<file path="config.mk">
export PLATFORM = sky130hd
export DESIGN_NAME = wb_commit
export DESIGN_NICKNAME = d
export VERILOG_FILES = /design/src/rtl/wb_commit.sv
export SDC_FILE = /design/constraint.sdc
export NUM_CORES = 1
export LEC_CHECK = 0
export BUFFER_PORTS_ARGS = -buffer_cell sky130_fd_sc_hd__buf_2
export CAP_MARGIN = 20
export CELL_PAD_IN_SITES_DETAIL_PLACEMENT = 0
export CELL_PAD_IN_SITES_GLOBAL_PLACEMENT = 1
export CORE_MARGIN = 2
export CORE_UTILIZATION = 37
export CTS_BUF_LIST = sky130_fd_sc_hd__clkbuf_4 sky130_fd_sc_hd__clkbuf_8
export DETAILED_ROUTE_END_ITERATION = 16
export GPL_TIMING_DRIVEN = 0
export PLACE_DENSITY = 0.8
export SKIP_CTS_REPAIR_TIMING = 1
export SYNTH_ARGS = -nofsm -noshare
export SYNTH_HDL_FRONTEND = slang
export SYNTH_SLANG_ARGS = --single-unit
</file>
<file path="constraint.sdc">
create_clock -name clk -period 2.4 [get_ports clk]
set_clock_uncertainty 0.15 [all_clocks]
set_input_delay 0.24 -clock clk [delete_from_list [all_inputs] [get_ports clk]]
set_output_delay 0.24 -clock clk [all_outputs]
set_load 0.005 [all_outputs]
</file>
<file path="src/rtl/wb_commit.sv">
// wb_commit: write-back / commit stage of a simple in-order pipeline.
// Accepts one instruction per cycle from the MEM stage. Non-loads commit on
// the following cycle. Loads park in WAIT_LOAD until the data memory returns
// the word, which is then byte/halfword selected and extended before commit.
// Ports:
//   clk, rst             clock, synchronous active-high reset
//   in_valid / in_ready  upstream handshake
//   reg_write, rd, result_src, funct3, alu_result, pc_plus4
//                        instruction fields captured on acceptance
//   dmem_rdata/_rvalid   data-memory read return (only looked at in WAIT_LOAD)
//   we3, a3, wd3         register-file write port (registered, zero when idle)
//   pend_valid, pend_rd  pending-load indication for the hazard unit
//   instret              committed-instruction counter (wraps)
module wb_commit (
  input  logic        clk,
  input  logic        rst,
  input  logic        in_valid,
  output logic        in_ready,
  input  logic        reg_write,
  input  logic [4:0]  rd,
  input  logic [1:0]  result_src,
  input  logic [2:0]  funct3,
  input  logic [31:0] alu_result,
  input  logic [31:0] pc_plus4,
  input  logic [31:0] dmem_rdata,
  input  logic        dmem_rvalid,
  output logic        we3,
  output logic [4:0]  a3,
  output logic [31:0] wd3,
  output logic        pend_valid,
  output logic [4:0]  pend_rd,
  output logic [31:0] instret
);

  typedef enum logic [1:0] {
    IDLE      = 2'd0,
    WAIT_LOAD = 2'd1,
    COMMIT    = 2'd2
  } state_t;

  // Select and extend the addressed byte/halfword of an aligned memory word.
  function automatic logic [31:0] load_ext(input logic [2:0]  f3,
                                           input logic [1:0]  off,
                                           input logic [31:0] w);
    logic [7:0]  b;
    logic [15:0] h;
    case (off)
      2'd0:    b = w[7:0];
      2'd1:    b = w[15:8];
      2'd2:    b = w[23:16];
      2'd3:    b = w[31:24];
      default: b = w[7:0];
    endcase
    if (off[1]) begin
      h = w[31:16];
    end else begin
      h = w[15:0];
    end
    case (f3)
      3'b000:  load_ext = {{24{b[7]}}, b};
      3'b100:  load_ext = {24'd0, b};
      3'b001:  load_ext = {{16{h[15]}}, h};
      3'b101:  load_ext = {16'd0, h};
      default: load_ext = w;
    endcase
  endfunction

  state_t      state_r, state_next_s;
  logic        accept_s, is_load_s, in_we_s;
  logic        commit_s, commit_we_s;
  logic [4:0]  commit_rd_s;
  logic [31:0] commit_data_s;
  logic [4:0]  pend_rd_next_s;

  // Captured load context, held across WAIT_LOAD.
  logic        ld_we_r;
  logic [4:0]  ld_rd_r;
  logic [2:0]  ld_funct3_r;
  logic [1:0]  ld_off_r;

  logic        we3_r, pend_valid_r;
  logic [4:0]  a3_r, pend_rd_r;
  logic [31:0] wd3_r, instret_r;

  assign is_load_s = (result_src == 2'b01);
  assign in_we_s   = reg_write && (rd != 5'd0);
  assign accept_s  = in_valid && in_ready;

  // FSM state register.
  always_ff @(posedge clk) begin
    if (rst) begin
      state_r <= IDLE;
    end else begin
      state_r <= state_next_s;
    end
  end

  // FSM next-state logic; COMMIT accepts exactly like IDLE for back-to-back flow.
  always_comb begin
    state_next_s = IDLE;
    case (state_r)
      IDLE, COMMIT: begin
        if (accept_s) begin
          state_next_s = is_load_s ? WAIT_LOAD : COMMIT;
        end else begin
          state_next_s = IDLE;
        end
      end
      WAIT_LOAD: begin
        if (dmem_rvalid) begin
          state_next_s = COMMIT;
        end else begin
          state_next_s = WAIT_LOAD;
        end
      end
      default: state_next_s = IDLE;
    endcase
  end

  // FSM output logic: handshake plus the values the commit registers load next.
  always_comb begin
    in_ready      = !rst && (state_r != WAIT_LOAD);
    commit_s      = 1'b0;
    commit_we_s   = 1'b0;
    commit_rd_s   = 5'd0;
    commit_data_s = 32'd0;
    case (state_r)
      IDLE, COMMIT: begin
        if (accept_s && !is_load_s) begin
          commit_s      = 1'b1;
          commit_we_s   = in_we_s;
          commit_rd_s   = rd;
          commit_data_s = (result_src == 2'b10) ? pc_plus4 : alu_result;
        end else begin
          commit_s = 1'b0;
        end
      end
      WAIT_LOAD: begin
        if (dmem_rvalid) begin
          commit_s      = 1'b1;
          commit_we_s   = ld_we_r;
          commit_rd_s   = ld_rd_r;
          commit_data_s = load_ext(ld_funct3_r, ld_off_r, dmem_rdata);
        end else begin
          commit_s = 1'b0;
        end
      end
      default: commit_s = 1'b0;
    endcase
    // A pending load keeps its rd; a newly accepted load publishes the incoming rd.
    if (state_next_s == WAIT_LOAD) begin
      pend_rd_next_s = (state_r == WAIT_LOAD) ? ld_rd_r : rd;
    end else begin
      pend_rd_next_s = 5'd0;
    end
  end

  // Commit, pending-load and retire-count registers; write fields are zeroed
  // whenever no write happens so the register file sees clean idle values.
  always_ff @(posedge clk) begin
    if (rst) begin
      we3_r        <= 1'b0;
      a3_r         <= 5'd0;
      wd3_r        <= 32'd0;
      pend_valid_r <= 1'b0;
      pend_rd_r    <= 5'd0;
      instret_r    <= 32'd0;
    end else begin
      we3_r        <= commit_we_s;
      a3_r         <= commit_we_s ? commit_rd_s : 5'd0;
      wd3_r        <= commit_we_s ? commit_data_s : 32'd0;
      pend_valid_r <= (state_next_s == WAIT_LOAD);
      pend_rd_r    <= pend_rd_next_s;
      if (commit_s) begin
        instret_r <= instret_r + 32'd1;
      end
    end
  end

  // Load context capture on acceptance of a load.
  always_ff @(posedge clk) begin
    if (rst) begin
      ld_we_r     <= 1'b0;
      ld_rd_r     <= 5'd0;
      ld_funct3_r <= 3'd0;
      ld_off_r    <= 2'd0;
    end else if (accept_s && is_load_s) begin
      ld_we_r     <= in_we_s;
      ld_rd_r     <= rd;
      ld_funct3_r <= funct3;
      ld_off_r    <= alu_result[1:0];
    end
  end

  assign we3        = we3_r;
  assign a3         = a3_r;
  assign wd3        = wd3_r;
  assign pend_valid = pend_valid_r;
  assign pend_rd    = pend_rd_r;
  assign instret    = instret_r;

endmodule

</file>
==> summary.json <==
{
  "timing.rr.end": "instret[6]",
  "synth.distinct_cells": 54,
  "layout-drive-gt1-share": 0.391,
  "hpwlAfterDp_mm": 12.8,
  "numPortBuffers": 187,
  "worst-path-max-fanout": 10,
  "clock_tree_from_tritoncts": "built",
  "max_stage_delay_ps": 390,
  "boundaryPins": 188,
  "layout.cells.most_common_list": "sky130_fd_sc_hd__buf_2 (201), sky130_fd_sc_hd__dfxtp_1 (89), sky130_fd_sc_hd__mux2_2 (44), sky130_fd_sc_hd__nor2_1 (43), sky130_fd_sc_hd__clkbuf_1 (27)",
  "outcome": "complete, no violations",
  "clk_latency_ps": 380,
  "finalSetupViolations": 0,
  "nNetsFinal": 838,
  "drtIter0Drc": 271,
  "path_clk_slew_ps": 90,
  "max_cap_violations": 0,
  "post-layout-total-power_mw": 3.11,
  "critical_path_class": "reg2reg",
  "multi_input_comb_area_um2": 2860,
  "finalWorstPathRequiredPeriod_ps": 2320,
  "drt-vias-per-instance": 5.44,
  "worstSetupEndpointType": "flop",
  "num_vias": 4935,
  "setup-tns-final_ps": 0,
  "slew-limit-headroom": 0.441,
  "cp_num_cells": 6,
  "synth-seq-cells": 89,
  "fmax_ghz": 0.432,
  "syn_nets": 637,
  "netSwitchingFraction": 0.251,
  "commonest_non_fill_non_tap_cell_in_the_layout": "sky130_fd_sc_hd__buf_2",
  "cts.sink_count": 89,
  "yosysWarnings": 0,
  "synth_area_per_cell_um2": 9.34,
  "grt_start_max_net_pins": 15,
  "worst_path_most_repeated_cell": "sky130_fd_sc_hd__buf_2",
  "min_path_type": "in2reg",
  "clock_path_buffers": 2,
  "globalRouteMet1Util": 0.295,
  "ir_worst_vdd_mv": 0.262,
  "area_growth_pct": 29.4,
  "critical_path.slowest_cell": "sky130_fd_sc_hd__nor4_1",
  "yosys-top-cells-area": "sky130_fd_sc_hd__dfxtp_1 (36%), sky130_fd_sc_hd__mux2_2 (10%), sky130_fd_sc_hd__mux2i_1 (4.9%), sky130_fd_sc_hd__a211oi_1 (3.8%), sky130_fd_sc_hd__a22oi_1 (3.5%)",
  "finish.cell_count_without_fillers": 907,
  "global_route_wire_length_before_repair_mm": 25.8,
  "gp_congestion": 0.913,
  "timing.final.max_slew_violations": 0,
  "area.sequential_um2": 1780,
  "top_area_cell_type_share_of_the_netlist_area": 0.363,
  "crit_arrival_ps": 2440,
  "p_sw_uw": 780,
  "share_clk_of_total_power": 0.387,
  "timing.critical_path.buf_inv": 2,
  "critical-path-top-delay-family": "simple AND/OR/NAND/NOR gates",
  "die_area_um2": 14200,
  "cts.root.buffer_cell": "sky130_fd_sc_hd__clkbuf_8",
  "rsz0062_at_grt": "no",
  "timing.final.hold_violations": 0,
  "die_width_um": 119,
  "grt_pass1_vias": 4880,
  "crit_chain": "nand2b_1 > o31a_1 > buf_2 > buf_2 > nor4_1 > mux2_2",
  "remaining_routing_drc_violations": 0,
  "pwr-share-comb": 0.131,
  "htreeDepth": 3,
  "grt.overflow.total": 0,
  "ys_seq_area_frac": 0.363,
  "drtAntennaViolNets": 0,
  "power.leakage_nw": 2.68,
  "routedWlPerCell_um": 18.2,
  "worst_slew_pin_slew_ps": 833,
  "netlist_instances": 525,
  "power_density_nw_per_um2": 489,
  "post_synth_instance_area_um2": 4910,
  "grt_util_all_layers": 0.231,
  "insertedDiodeCount": 0,
  "post-route-period-util": 0.965,
  "timing.rr.start": "state_r[0]",
  "hold-path-cell-count": 3,
  "drtPass1Iterations": 4,
  "rrSetupSlack_ps": 80,
  "power.share.sequential": 0.482,
  "grt_util_met2": 0.379,
  "worstPathRequired_ps": 2520,
  "largest_area_contributor_in_the_synthesized_netlist": "sky130_fd_sc_hd__dfxtp_1",
  "core_region_um2": 13100,
  "num-fill-cells": 1281,
  "hold_path.startpoint": "rd[2]",
  "initial_cell_density_of_the_core": 0.375,
  "intPower_mw": 2.33,
  "ys_dominant_reg_cell": "sky130_fd_sc_hd__dfxtp_1",
  "grt.busiest_layer": "met2",
  "vertical_extent_of_the_die_um": 119,
  "grt_util_met3": 0.0484,
  "initial_antenna_violation_count": 0,
  "worst_reg_to_reg_cells": 6,
  "drt-total-wl_mm": 16.5,
  "ys_async_sr_fraction": 0,
  "std_cell_rows": 42,
  "worst_hold_slack_ps": 2.23,
  "synth_edf_count": 0,
  "hold_end": "ld_rd_r[2]",
  "finalCoreUtilization": 0.485,
  "cts_made_buffers": 9,
  "critPathLaunchType": "flop",
  "dp_cells": 888
}
worst reg2reg max path, cell delays in order, from the launching register on:
cell	delay, ps
sky130_fd_sc_hd__dfxtp_1	360
sky130_fd_sc_hd__nand2b_1	220
sky130_fd_sc_hd__o31a_1	260
sky130_fd_sc_hd__buf_2	200
sky130_fd_sc_hd__buf_2	260
sky130_fd_sc_hd__nor4_1	390
sky130_fd_sc_hd__mux2_2	370
state kept, by name, summed over array words and instances (netlist names):
signal	count
state_r	2
we3	1
ld_funct3_r	3
instret	32
wd3	32
pend_rd	5
ld_rd_r	5
pend_valid	1
ld_we_r	1
a3	5
ld_off_r	2
cells by family (layout without fill, tap and decap cells):
kind of cell	Yosys count	count (layout)	synth area share
mux	78	78	0.176
buf+inv	65	271	0.0571
flops	89	89	0.363
simple gates	163	163	0.195
xor+xnor	1	1	0.00179
compound gates	128	128	0.204
fa+ha+maj	1	1	0.00255
per-layer routing:
layer	wire length, um	vias to the layer above
met5	0	-
met4	436	0
met3	1240	34
met2	7760	215
met1	7110	2320
li1	-	2366
Yosys cell counts (all sizes together), types with 7 or more instances:
master and n:
o21bai 8, a2111oi 7, mux2i 24, o22a 7, or3 7, o221ai 7
o21ai 15, nor3 19, nand2 23, nor4 10, a22oi 23, a21oi 10
inv 15, nor2 44, buf 21, nand3 7, a221oi 7, clkbuf 29
nor2b 23, or4 8, a211oi 25, mux2 53, a221o 7, dfxtp 89
power groups by stage:
stage	logic (mW)	registers, mW	clock network, mW
6_report	0.407	1.50	1.20
3_3_place_gp	0.390	1.53	0
3_5_place_dp	0.397	1.53	0
4_1_cts	0.400	1.50	1.23
5_1_grt	0.444	1.50	1.29
2_1_floorplan	0.208	1.53	0
per-stage QoR:
| stage | cell area, um2 | setup WS [ps] |
|---|---|---|
| 6_report | 6350 | 83.2 |
| 5_1_grt | 6350 | 10.3 |
| 4_1_cts | 6290 | 44.1 |
| 3_5_place_dp | 6060 | 5.41 |
| 3_3_place_gp | 6060 | 50.3 |
| 2_1_floorplan | 4910 | 332 |
area by class of cell:
class | count | share of cell area
timing repair buffer | 190 | 0.152
buffer | 50 | 0.0355
multi-input combinational | 371 | 0.451
inverter | 15 | 0.00887
clock buffer | 12 | 0.0250
sequential | 89 | 0.281
clock inverter | 4 | 0.0116
tap | 176 | 0.0347
worst max-delay path by stage:
stage,startpoint,end,slack (ps)
final,state_r[0],instret[6],80
after detailed placement,rst,wd3[29],5
after global routing,state_r[0],instret[6],10
after floorplan,instret[2],instret[23],330
after global placement,rst,wd3[20],50
after CTS,state_r[0],instret[29],40
(Power assumes the default switching activity.)
